$ cat src/rtl/pot_adc_pkg.sv
// Shared definitions for the pot ADC responder: FSM states, channel and
// value geometry, and the transfer bit ordering helper.
package pot_adc_pkg;

   localparam int NUM_CH   = 16;
   localparam int VAL_W    = 10;
   localparam int CMD_BITS = 5;   // start, SGL, D2, D1, D0
   localparam int CH_W     = $clog2(NUM_CH);

   typedef enum logic [2:0] {
      ST_IDLE   = 3'd0,
      ST_CMD    = 3'd1,
      ST_SAMPLE = 3'd2,
      ST_NULL   = 3'd3,
      ST_DATA   = 3'd4,
      ST_DONE   = 3'd5
   } pot_state_e;

   // Data bit driven on transfer bit n: B9..B0 MSB-first for n = 0..9,
   // then B1..B9 LSB-first for n = 10..18 (only reached with the tail).
   function automatic logic [3:0] data_bit_index(input logic [4:0] n);
      if (n < 5'(VAL_W))
         return 4'(VAL_W - 1) - n[3:0];
      else
         return 4'(n - 5'(VAL_W - 1));
   endfunction

endpackage

$ cat src/rtl/spi_edge_sync.sv
// Synchronizers for the SPI inputs plus dclk edge detection in the clk
// domain. All stages reset high so an idle bus looks deselected. Needs
// SYNC_STAGES >= 2.
module spi_edge_sync #(
   parameter int SYNC_STAGES = 2
) (
   input  logic clk,
   input  logic rst,
   input  logic dclk,
   input  logic cs0,
   input  logic cs1,
   input  logic copi,
   output logic dclk_s,
   output logic cs0_s,
   output logic cs1_s,
   output logic copi_s,
   output logic dclk_rise,
   output logic dclk_fall
);

   logic [SYNC_STAGES-1:0] dclk_q;
   logic [SYNC_STAGES-1:0] cs0_q;
   logic [SYNC_STAGES-1:0] cs1_q;
   logic [SYNC_STAGES-1:0] copi_q;
   logic                   dclk_d;

   // Shift each input through its synchronizer; keep last dclk for edges.
   always_ff @(posedge clk or negedge rst) begin
      if (!rst) begin
         dclk_q <= '1;
         cs0_q  <= '1;
         cs1_q  <= '1;
         copi_q <= '1;
         dclk_d <= 1'b1;
      end else begin
         dclk_q <= {dclk_q[SYNC_STAGES-2:0], dclk};
         cs0_q  <= {cs0_q[SYNC_STAGES-2:0],  cs0};
         cs1_q  <= {cs1_q[SYNC_STAGES-2:0],  cs1};
         copi_q <= {copi_q[SYNC_STAGES-2:0], copi};
         dclk_d <= dclk_q[SYNC_STAGES-1];
      end
   end

   assign dclk_s    = dclk_q[SYNC_STAGES-1];
   assign cs0_s     = cs0_q[SYNC_STAGES-1];
   assign cs1_s     = cs1_q[SYNC_STAGES-1];
   assign copi_s    = copi_q[SYNC_STAGES-1];
   assign dclk_rise = dclk_s & ~dclk_d;
   assign dclk_fall = ~dclk_s & dclk_d;

endmodule

$ cat src/rtl/pot_adc_responder.sv
// SPI responder emulating a 16-channel 10-bit ADC (two 8-channel banks on
// cs0/cs1). Channel contents come from a local write port.
// Optional feature macro: POT_ADC_LSB_TAIL_EN appends B1..B9 LSB-first
// after B0.
// Handshake note: wr_en is a single-cycle strobe with no back-pressure;
// the SPI side has no handshake beyond cs/dclk framing.
module pot_adc_responder
   import pot_adc_pkg::*;
#(
   parameter int               SYNC_STAGES = 2,
   parameter logic [VAL_W-1:0] RESET_VALUE = 10'd512
) (
   input  logic             clk,
   input  logic             rst,
   input  logic             dclk,
   input  logic             cs0,
   input  logic             cs1,
   input  logic             copi,
   output logic             cipo,
   output logic             cipo_oe,
   input  logic             wr_en,
   input  logic [CH_W-1:0]  wr_index,
   input  logic [VAL_W-1:0] wr_value,
   output logic             busy,
   output logic             xfer_done,
   output logic             err,
   output logic [2:0]       dbg_state
);

`ifdef POT_ADC_LSB_TAIL_EN
   localparam int XFER_BITS = 2 * VAL_W - 1;
`else
   localparam int XFER_BITS = VAL_W;
`endif

   logic dclk_s, cs0_s, cs1_s, copi_s, dclk_rise, dclk_fall;

   spi_edge_sync #(.SYNC_STAGES(SYNC_STAGES)) u_sync (
      .clk       (clk),
      .rst       (rst),
      .dclk      (dclk),
      .cs0       (cs0),
      .cs1       (cs1),
      .copi      (copi),
      .dclk_s    (dclk_s),
      .cs0_s     (cs0_s),
      .cs1_s     (cs1_s),
      .copi_s    (copi_s),
      .dclk_rise (dclk_rise),
      .dclk_fall (dclk_fall)
   );

   pot_state_e       state;
   logic [VAL_W-1:0] ch_q [NUM_CH];
   logic [VAL_W-1:0] data_q;     // snapshot of the addressed channel
   logic [4:0]       bit_cnt;
   logic [2:0]       cmd_q;      // {SGL, D2, D1} once D1 is captured
   logic             cs1_sel;
   logic             sel_cs_s;
   logic             both_low;
   logic             one_low;
   logic [CH_W-1:0]  snap_idx;

   assign sel_cs_s  = cs1_sel ? cs1_s : cs0_s;
   assign both_low  = ~cs0_s & ~cs1_s;
   assign one_low   = cs0_s ^ cs1_s;
   assign snap_idx  = {cs1_sel, cmd_q[1:0], copi_s};
   assign busy      = (state != ST_IDLE);
   assign dbg_state = state;

   // Channel register file; the snapshot reads the pre-write value.
   always_ff @(posedge clk or negedge rst) begin
      if (!rst) begin
         for (int i = 0; i < NUM_CH; i++) ch_q[i] <= RESET_VALUE;
      end else if (wr_en) begin
         ch_q[wr_index] <= wr_value;
      end
   end

   // Transaction FSM: bank conflict and deselect take priority over steps.
   always_ff @(posedge clk or negedge rst) begin
      if (!rst) begin
         state     <= ST_IDLE;
         cipo      <= 1'b0;
         cipo_oe   <= 1'b0;
         xfer_done <= 1'b0;
         err       <= 1'b0;
         data_q    <= '0;
         bit_cnt   <= '0;
         cmd_q     <= '0;
         cs1_sel   <= 1'b0;
      end else begin
         xfer_done <= 1'b0;
         err       <= 1'b0;
         if (both_low && state != ST_IDLE) begin
            state   <= ST_IDLE;
            cipo    <= 1'b0;
            cipo_oe <= 1'b0;
            err     <= 1'b1;
         end else if (state != ST_IDLE && state != ST_DONE && sel_cs_s) begin
            state   <= ST_IDLE;
            cipo    <= 1'b0;
            cipo_oe <= 1'b0;
         end else begin
            case (state)
               ST_IDLE: begin
                  if (dclk_rise && one_low && copi_s) begin
                     state   <= ST_CMD;
                     cs1_sel <= ~cs1_s;
                     bit_cnt <= '0;
                  end
               end
               ST_CMD: begin
                  if (dclk_rise) begin
                     if (bit_cnt == 5'(CMD_BITS - 2)) begin
                        data_q <= cmd_q[2] ? ch_q[snap_idx] : '0;
                        err    <= ~cmd_q[2];
                        state  <= ST_SAMPLE;
                     end else begin
                        cmd_q   <= {cmd_q[1:0], copi_s};
                        bit_cnt <= bit_cnt + 5'd1;
                     end
                  end
               end
               ST_SAMPLE: begin
                  if (dclk_rise) state <= ST_NULL;
               end
               ST_NULL: begin
                  if (dclk_fall) begin
                     cipo    <= 1'b0;
                     cipo_oe <= 1'b1;
                     bit_cnt <= '0;
                     state   <= ST_DATA;
                  end
               end
               ST_DATA: begin
                  if (dclk_fall) begin
                     cipo    <= data_q[data_bit_index(bit_cnt)];
                     bit_cnt <= bit_cnt + 5'd1;
                     if (bit_cnt == 5'(XFER_BITS - 1)) begin
                        xfer_done <= 1'b1;
                        state     <= ST_DONE;
                     end
                  end
               end
               ST_DONE: begin
                  if (dclk_fall) cipo <= 1'b0;
                  if (cs0_s && cs1_s) begin
                     state   <= ST_IDLE;
                     cipo    <= 1'b0;
                     cipo_oe <= 1'b0;
                  end
               end
               default: state <= ST_IDLE;
            endcase
         end
      end
   end

endmodule

$ cat config.mk
export PLATFORM = sky130hd
export DESIGN_NAME = pot_adc_responder
export DESIGN_NICKNAME = d
export VERILOG_FILES = /design/src/rtl/pot_adc_pkg.sv /design/src/rtl/spi_edge_sync.sv /design/src/rtl/pot_adc_responder.sv
export SDC_FILE = /design/constraint.sdc
export NUM_CORES = 1
export LEC_CHECK = 0
export CORE_MARGIN = 1
export CORE_UTILIZATION = 50
export DETAILED_ROUTE_END_ITERATION = 10
export HOLD_SLACK_MARGIN = 0.02
export PLACE_DENSITY = 0.7
export SLEW_MARGIN = 10
export SYNTH_ARGS = -nofsm -noshare
export SYNTH_HDL_FRONTEND = slang
export SYNTH_SLANG_ARGS = --single-unit
$ cat constraint.sdc
create_clock -name clk -period 2.1 [get_ports clk]
set_input_delay 0.42 -clock clk [delete_from_list [all_inputs] [get_ports clk]]
set_output_delay 0.42 -clock clk [all_outputs]
set_load 0.05 [all_outputs]
Word-level counts from Yosys, hierarchy flattened
Index checks and enable logic that the tools add are counted.

Order comparisons: 5. Equality and inequality tests: 21. Bitwise logic cells: 14. Reduce and logical (&&, ||, !) cells: 19. Mux-type cells: 53. $add $sub $neg: 3.

Operators with widths (count): $bwmux 160 (1); $bmux 10 s4 (1); $demux 10 s4 (1); $mux 10 (4); $ne 4x4->1 const B (8); $mux 3 (10); $mux 5 (5); $mux 1 (21); $mux 4 (5); $pmux 5 s4 (1); $pmux 3 s6 (1); $reduce_and 8->1 (2); $ge 5x5->1 const B (2); $ne 2x2->1 const B (5); $not 4->5 (2); $reduce_and 5->1 (2); $not 1->1 (8); $reduce_bool 4->1 (2); $logic_and 1x1->1 (7); $eq 3x2->1 const B (2); $eq 3x3->1 const B (2); $add 5x1->5 const B (1); $eq 5x2->1 const B (1); $eq 5x4->1 const B (1); 18 further kinds (20).

Word-level logic and storage cells: 145. Bits in registers: 195. Output and inout bits: 8.

Longest topological paths before layout
Gate-level depths: netlist of run 1.

Depth in word-level cells: 12. Depth in mapped cells: 8.

By module
From an unflattened synthesis of run 1, not the netlist that was laid out.

Cells, all modules: 648. Area, all modules: 9188.8 sq um.

Modules (own cells, without submodules): pot_adc_responder (cells an instance 637, instances 1, seq. area each 4674.5 sq um, area each 8937.3 sq um); spi_edge_sync (cells an instance 11, instances 1, seq. area each 236.5 sq um, area each 251.5 sq um).

Worst setup path before layout of run 1
No wires, ideal clock.

Path kind: reg2reg. Start: reg state[1], in the netlist dbg_state[1]. End: reg data_q[0]. Setup slack: -0.182 ns. Cell stages (with the launch flop): 8. Period minus slack after synthesis: 2.282 ns. Data arrival time: 2.153 ns. Library setup time: 0.129 ns. Cell sequence: dfrtp_1 > clkbuf_1 > or3_1 > clkbuf_1 > nand2_1 > nand4_1 > nand2_1 > o21ai_1.

Cells in the longest elaborated chain, start to end: 5. Elaborated cells on any way between the ends: 9. Those cells by class: eq/ne (2); bitwise (2); reduce/logical (5).

Ends and longest elaborated chain: start: declaration (line pot_adc_responder.sv:53) `pot_state_e state;`; start signal: assignment (line pot_adc_responder.sv:83) `state <= ST_IDLE;`; start signal: assignment (line pot_adc_responder.sv:96) `state <= ST_IDLE;`; start signal: assignment (line pot_adc_responder.sv:101) `state <= ST_IDLE;`; $reduce_bool 3->1 *; net busy (line pot_adc_responder.sv:24) `output logic busy,`; $logic_and 1x1->1 (2 in a row) (line pot_adc_responder.sv:100) `end else if (state != ST_IDLE && state != ST_DONE && sel_cs_s) begin`; $not 1->1 (no line); $reduce_and 5->1 (no line) *; end signal: assignment (line pot_adc_responder.sv:116) `data_q <= cmd_q[2] ? ch_q[snap_idx] : '0;`; end: declaration (line pot_adc_responder.sv:55) `logic [VAL_W-1:0] data_q;`.

Mark *: on every way through the listed nets, which the timed path passes. The rest lies on a longest branch. A chain may end at the register's enable or synchronous reset.

Worst setup path after layout of run 1
Start: reg u_sync.copi_q[1]. End: reg data_q[4].

Cells in the longest elaborated chain, start to end: 5.

Ends and longest elaborated chain: start: declaration (line spi_edge_sync.sv:24) `logic [SYNC_STAGES-1:0] copi_q;`; start signal: assignment (line spi_edge_sync.sv:39) `copi_q <= {copi_q[SYNC_STAGES-2:0], copi};`; $not 4->5 (implied by the code) (line pot_adc_responder.sv:116); $bmux 10 s4 (line pot_adc_responder.sv:116); $mux 10 (implied by the code) (2 in a row) (line pot_adc_responder.sv:116); $mux 10 (line pot_adc_responder.sv:116).

No other way between the ends. The select of a mux whose other input is x is not followed.

==> flow_metrics.env, run 1 <==
export IMPL_status="complete, but fails checks"
export IMPL_violations="setup timing"
export IMPL_synth_avg_cell_area_um2=14.9
export IMPL_crit_path_max_fanout=22
export IMPL_power_frac_comb_pct=28.5
export IMPL_startpoint_type="register"
export IMPL_p_seq_share_pct=43.5
export IMPL_p_clk_share_pct=28.0
export IMPL_synth_seq_area_share_pct=53.8
export IMPL_design_area_um2=10700
export IMPL_highest_layer="met4"
export IMPL_drive_gt1_share_pct=50.4
export IMPL_syn_nets=643
export IMPL_drv_slew=0
export IMPL_core_rowCount=49
export IMPL_drt_total_wl_mm=20.3
export IMPL_drt_met1_wl_mm=8.91
export IMPL_seq_area_um2=4910
export IMPL_cts_buffer_depth=2
export IMPL_hold_violations=0
export IMPL_worstMarginPinSlew_ns=0.637
export IMPL_synthDistinctLibCells=55
export IMPL_clock_sinks=195
export IMPL_setup_viol=2
export IMPL_dr_first_iter_drc_count=255
export IMPL_p_leak_nw=4.56
export IMPL_setup_slack_ns=-0.0227
export IMPL_die_w_um=137
export IMPL_p_sw_mw=3.56
export IMPL_grt_pass1_vias=5806
export IMPL_syn_cell_area_um2=9130
export IMPL_synthTopCellsByArea="dfrtp_1, mux2_2, mux4_2, dfstp_2, mux4_1"
export IMPL_p_sw_share_pct=29.9
export IMPL_port_buffer_count=28
export IMPL_detail_route_first_pass_iterations=4
export IMPL_synthArstFlopShare_pct=100
export IMPL_relSlewSlack_pct=57.5
export IMPL_nets=708
export IMPL_fin_util_pct=59.9
export IMPL_grt_setup_unrepaired="true"
export IMPL_cellInternalPower_mw=8.36
export IMPL_vias=5441
export IMPL_synth_edf_count=0
export IMPL_reg2regPathDepth=5
export IMPL_fill_cells=1360
export IMPL_yosysTopAreaCell="dfrtp_1"
export IMPL_hold_ws_ns=0.357
export IMPL_p_per_area_nw_per_um2=1110
export IMPL_multi_input_area_um2=4040
export IMPL_wl_per_cell_um=22.1
export IMPL_timing_fmax_ghz=0.471
export IMPL_htreeDepth=4
export IMPL_post_route_period_util_pct=101
export IMPL_synth_cells=614
export IMPL_initial_core_util_pct=51.0
export IMPL_hp_class="reg -> reg"
export IMPL_grt_max_degree=46
export IMPL_ir_drop_v=0.00102
export IMPL_dieArea_um2=18800
export IMPL_dr_wl_met3_um=480
export IMPL_placed_cell_area_um2=10000
export IMPL_yosys_warnings=0
export IMPL_ys_ff_latch=195
export IMPL_grt_overflow_total=0
export IMPL_place_inst=887
export IMPL_ioPinCount=29
export IMPL_holdPathStages=0
export IMPL_die_y_um=137
export IMPL_fin_worst_skew_ns=0.00971
export IMPL_antenna_found_initial=0
export IMPL_antenna_cells=0
export IMPL_synth_top_cells_by_count="dfrtp_1, mux2_2, mux4_2, nand2_1"
export IMPL_arrival_ns=2.42
export IMPL_dpl_worst_slack_ns=-0.0848
export IMPL_dr_wl_met2_mm=10.5
export IMPL_worst_setup_path_end_kind="register"
export IMPL_core_um2=17900
export IMPL_track_usage_pct=23.9
export IMPL_synth_top_cell_area_share_pct=46.6
export IMPL_grt_first_pass_wirelength_mm=32.4
export IMPL_insertion_delay_ns=0.43
export IMPL_syn_to_final_growth_pct=17.4
export IMPL_clk_pin_slew_ns=0.07
export IMPL_ant_nets=0
export IMPL_min_period_ns=2.12
export IMPL_dominantRegCellSynth="dfrtp_1"
export IMPL_drt_vias_per_instance=5.91
export IMPL_gp_congestion=0.896
export IMPL_drv_cap=0
export IMPL_dp_hpwl_mm=13.4
export IMPL_path_class="reg -> reg"
export IMPL_cp_required_ns=2.39
export IMPL_drc=0
export IMPL_layoutNonFillerInstCount=920
export IMPL_clock_root_buffer="clkbuf_16"
export IMPL_cts_tree="yes"
export IMPL_post_synth_top_count_cell="dfrtp_1"
export IMPL_cts_buffers=17
## worst max-delay path, cell delays in order, from the launching register on
cell and delay (ns):
dfstp_2 0.60, buf_12 0.23, mux4_2 0.55, mux4_2 0.49, inv_2 0.06, o21ai_1 0.05
## layout make-up
type,instances,share of cell area (%)
inverter,18,0.630
sequential,195,45.9
clock inverter,13,1.61
tap,229,2.67
multi-input combinational,367,37.7
timing repair buffer,80,7.48
clock buffer,18,4.10
## stage by stage
step                TNS [ns]  power [mW]
floorplan                  0        7.56
global placement    -0.00136        8.39
detailed placement     -1.69        8.56
CTS                   -0.101        11.9
global route          -0.827        12.5
finish               -0.0331        11.9
## power groups by stage
stage                     logic [mW]  clock network, mW  registers, mW
after floorplan                 2.49                  0           5.06
after global placement          3.21                  0           5.18
after detailed placement        3.32                  0           5.24
after CTS                       3.34               3.38           5.18
after global routing            3.66               3.54           5.30
final                           3.39               3.33           5.19
## routing by layer
metal,global-route usage (%),up-vias
met2,40.7,99
li1,-,2411
met4,8.61,0
met5,0,-
met3,3.74,32
met1,30.8,2899
## state kept, by name, indices dropped and copies added, names as in the netlist
signal         count
u_sync.cs1_q       2
err                1
cmd_q              3
u_sync.dclk_q      2
u_sync.cs0_q       2
u_sync.dclk_d      1
data_q            10
dbg_state          3
xfer_done          1
u_sync.copi_q      2
cs1_sel            1
ch_q             160
bit_cnt            5
cipo               1
cipo_oe            1
## cell families after synthesis
logic type                 synth area share (%)
muxes                                      33.8
DFF                                        53.8
and+or+nand+nor                            4.86
AOI/OAI and AO/OA                          3.71
buffers and inverters                      2.59
adders and majority gates                  1.10
xor gates and xnor gates                  0.192
## placed cells by master (no fill, tap or decap), drive strengths merged, types with 4 or more instances in the layout
cell,count
dfrtp,170
buf,54
dfstp,25
a21oi,10
nor2,14
mux4,51
nand3,7
clkdlybuf4s50,21
nand3b,5
nor2b,4
mux2,163
nand2b,7
mux2i,7
o21ai,22
clkinv,5
clkbuf,19
ha,8
nand2,27
inv,21
## final timing paths
kind | start | endpoint | slack, ns
worst max-delay path | u_sync.copi_q[1] | data_q[4] | -0.02
worst min-delay path | u_sync.cs0_q[0] | u_sync.cs0_q[1] | 0.36
worst max register to register | u_sync.copi_q[1] | data_q[4] | -0.02
worst min register to register | u_sync.cs0_q[0] | u_sync.cs0_q[1] | 0.36
max in group asynchronous | rst | ch_q[9] | 0.90
min in group asynchronous | rst | cs1_sel | 0.50
## what timing repair did
item                                    CTS  global route
endpoints found under the hold margin    22             0
gates resized for setup                   9            21
endpoints found under the setup margin    9            21
hold buffers                              1             0
setup buffers                             0             1
pin swaps                                 0             2
(Power assumes the default switching activity.)
==> run 2: changes to the inputs <==
CORE_UTILIZATION = 55   (was 50)
PLACE_DENSITY = 0.75   (was 0.7)
==> flow_metrics.env, run 2 (synthesis gave the netlist of run 1 again) <==
export IMPL_hold_violations=0
export IMPL_largest_reg_flops=160
export IMPL_top_register="ch_q"
export IMPL_final_common_cell="dfrtp_1"
export IMPL_fin_util_pct=67.3
export IMPL_dpl_worst_slack_ns=-0.102
export IMPL_path_class="reg -> reg"
export IMPL_antenna_cells=0
export IMPL_grt_max_degree=46
export IMPL_syn_to_final_growth_pct=18.4
export IMPL_clock_sinks=195
export IMPL_power_mw=11.9
export IMPL_antenna_found_initial=0
export IMPL_grt_first_pass_wirelength_mm=33.4
export IMPL_ant_nets=0
export IMPL_layoutNonFillerInstCount=915
export IMPL_ir_drop_v=0.000645
export IMPL_drv_cap=0
export IMPL_hp_class="reg -> reg"
export IMPL_drc=0
export IMPL_violations="setup timing"
export IMPL_track_usage_pct=26.9
export IMPL_worst_setup_path_end_kind="register"
export IMPL_core_rowCount=46
export IMPL_htreeDepth=4
export IMPL_dieArea_um2=17100
export IMPL_cts_buffer_depth=2
export IMPL_die_w_um=131
export IMPL_initial_core_util_pct=56.9
export IMPL_cp_required_ns=2.41
export IMPL_die_y_um=131
export IMPL_fin_worst_skew_ns=0.0115
export IMPL_nets=715
export IMPL_crit_path_max_fanout=4
export IMPL_timing_fmax_ghz=0.458
export IMPL_setup_viol=10
export IMPL_p_leak_nw=4.59
export IMPL_grt_setup_unrepaired="true"
export IMPL_gp_congestion=0.873
export IMPL_startpoint_type="register"
export IMPL_grt_overflow_total=0
export IMPL_relSlewSlack_pct=54.0
export IMPL_drive_gt1_share_pct=51.4
export IMPL_dr_first_iter_drc_count=385
export IMPL_drt_total_wl_mm=20.8
export IMPL_setup_slack_ns=-0.0811
export IMPL_insertion_delay_ns=0.44
export IMPL_core_um2=16100
export IMPL_worstMarginPinSlew_ns=0.691
export IMPL_drv_slew=0
export IMPL_p_per_area_nw_per_um2=1100
export IMPL_drt_vias_per_instance=6.07
export IMPL_dp_hpwl_mm=13.7
export IMPL_cts_buffers=17
export IMPL_post_route_period_util_pct=104
export IMPL_final_cell_mix="dfrtp_1, mux2_2, mux4_2, buf_4, nand2_1"
export IMPL_status="complete, but fails checks"
export IMPL_detail_route_first_pass_iterations=6
export IMPL_ioPinCount=29
export IMPL_port_buffer_count=28
export IMPL_place_inst=873
export IMPL_cts_tree="yes"
export IMPL_wl_per_cell_um=22.7
export IMPL_largestRegisters="ch_q x160, data_q x10, bit_cnt x5"
export IMPL_clk_pin_slew_ns=0.07
export IMPL_min_period_ns=2.18
export IMPL_arrival_ns=2.49
export IMPL_vias=5550
export IMPL_clock_root_buffer="clkbuf_16"
export IMPL_grt_pass1_vias=5839
==> run 2: power by group <==
| group | total, mW | switching (mW) | internal [mW] |
|---|---|---|---|
| sequential | 5.19 | 0.565 | 4.63 |
| clock | 3.18 | 1.47 | 1.72 |
| combinational | 3.57 | 1.62 | 1.95 |
==> run 2: stage by stage <==
stage / cell area (µm²) / TNS [ns] / hold slack, ns
floorplan: 9140 / 0 / 0.124
global placement: 9980 / -0.197 / 0.346
detailed placement: 9980 / -0.985 / 0.349
CTS: 10600 / -0.388 / 0.357
global route: 10800 / -0.923 / 0.363
finish: 10800 / -0.440 / 0.359
==> run 2: layer usage <==
layer / vias up / part of all wire (%) / global-route usage [%]
met5: - / 0 / 0
met4: 0 / 1.4 / 5.95
met2: 126 / 51 / 43.2
met1: 2985 / 44 / 38.2
li1: 2411 / - / -
met3: 28 / 4.4 / 5.37
==> run 2: final cells by class <==
type / count / area, µm²
fill: 1105 / 5240
sequential: 195 / 4910
multi-input combinational: 367 / 4050
timing repair buffer: 87 / 936
clock buffer: 19 / 453
tap: 216 / 270
clock inverter: 13 / 124
inverter: 18 / 67.6
==> run 2: path summary, 6_finish.rpt <==
| kind | startpoint | end | slack (ns) | depth (start not counted) |
|---|---|---|---|---|
| max | u_sync.copi_q[1] | data_q[5] | -0.08 | 6 |
| min | u_sync.cs0_q[0] | u_sync.cs0_q[1] | 0.36 | 0 |
| max reg2reg | u_sync.copi_q[1] | data_q[5] | -0.08 | 6 |
| min reg2reg | u_sync.cs0_q[0] | u_sync.cs0_q[1] | 0.36 | 0 |
| max in group asynchronous | rst | ch_q[70] | 0.90 | 3 |
| min in group asynchronous | rst | cipo_oe | 0.50 | 2 |
==> run 2: what timing repair did <==
| action | CTS | global route |
|---|---|---|
| hold buffers | 1 | 0 |
| setup buffers | 2 | 3 |
| cloned | 1 | 3 |
| hold endpoints to repair | 28 | 0 |
| setup endpoints to repair | 18 | 18 |
| pin swaps | 1 | 6 |
| gates resized for setup | 14 | 28 |
==> run 2: worst max-delay path, stage by stage, from the launching register on <==
cell,delay (ns)
dfstp_2,0.62
buf_12,0.16
clkbuf_16,0.15
mux4_2,0.52
mux4_2,0.48
inv_2,0.06
o21ai_1,0.05
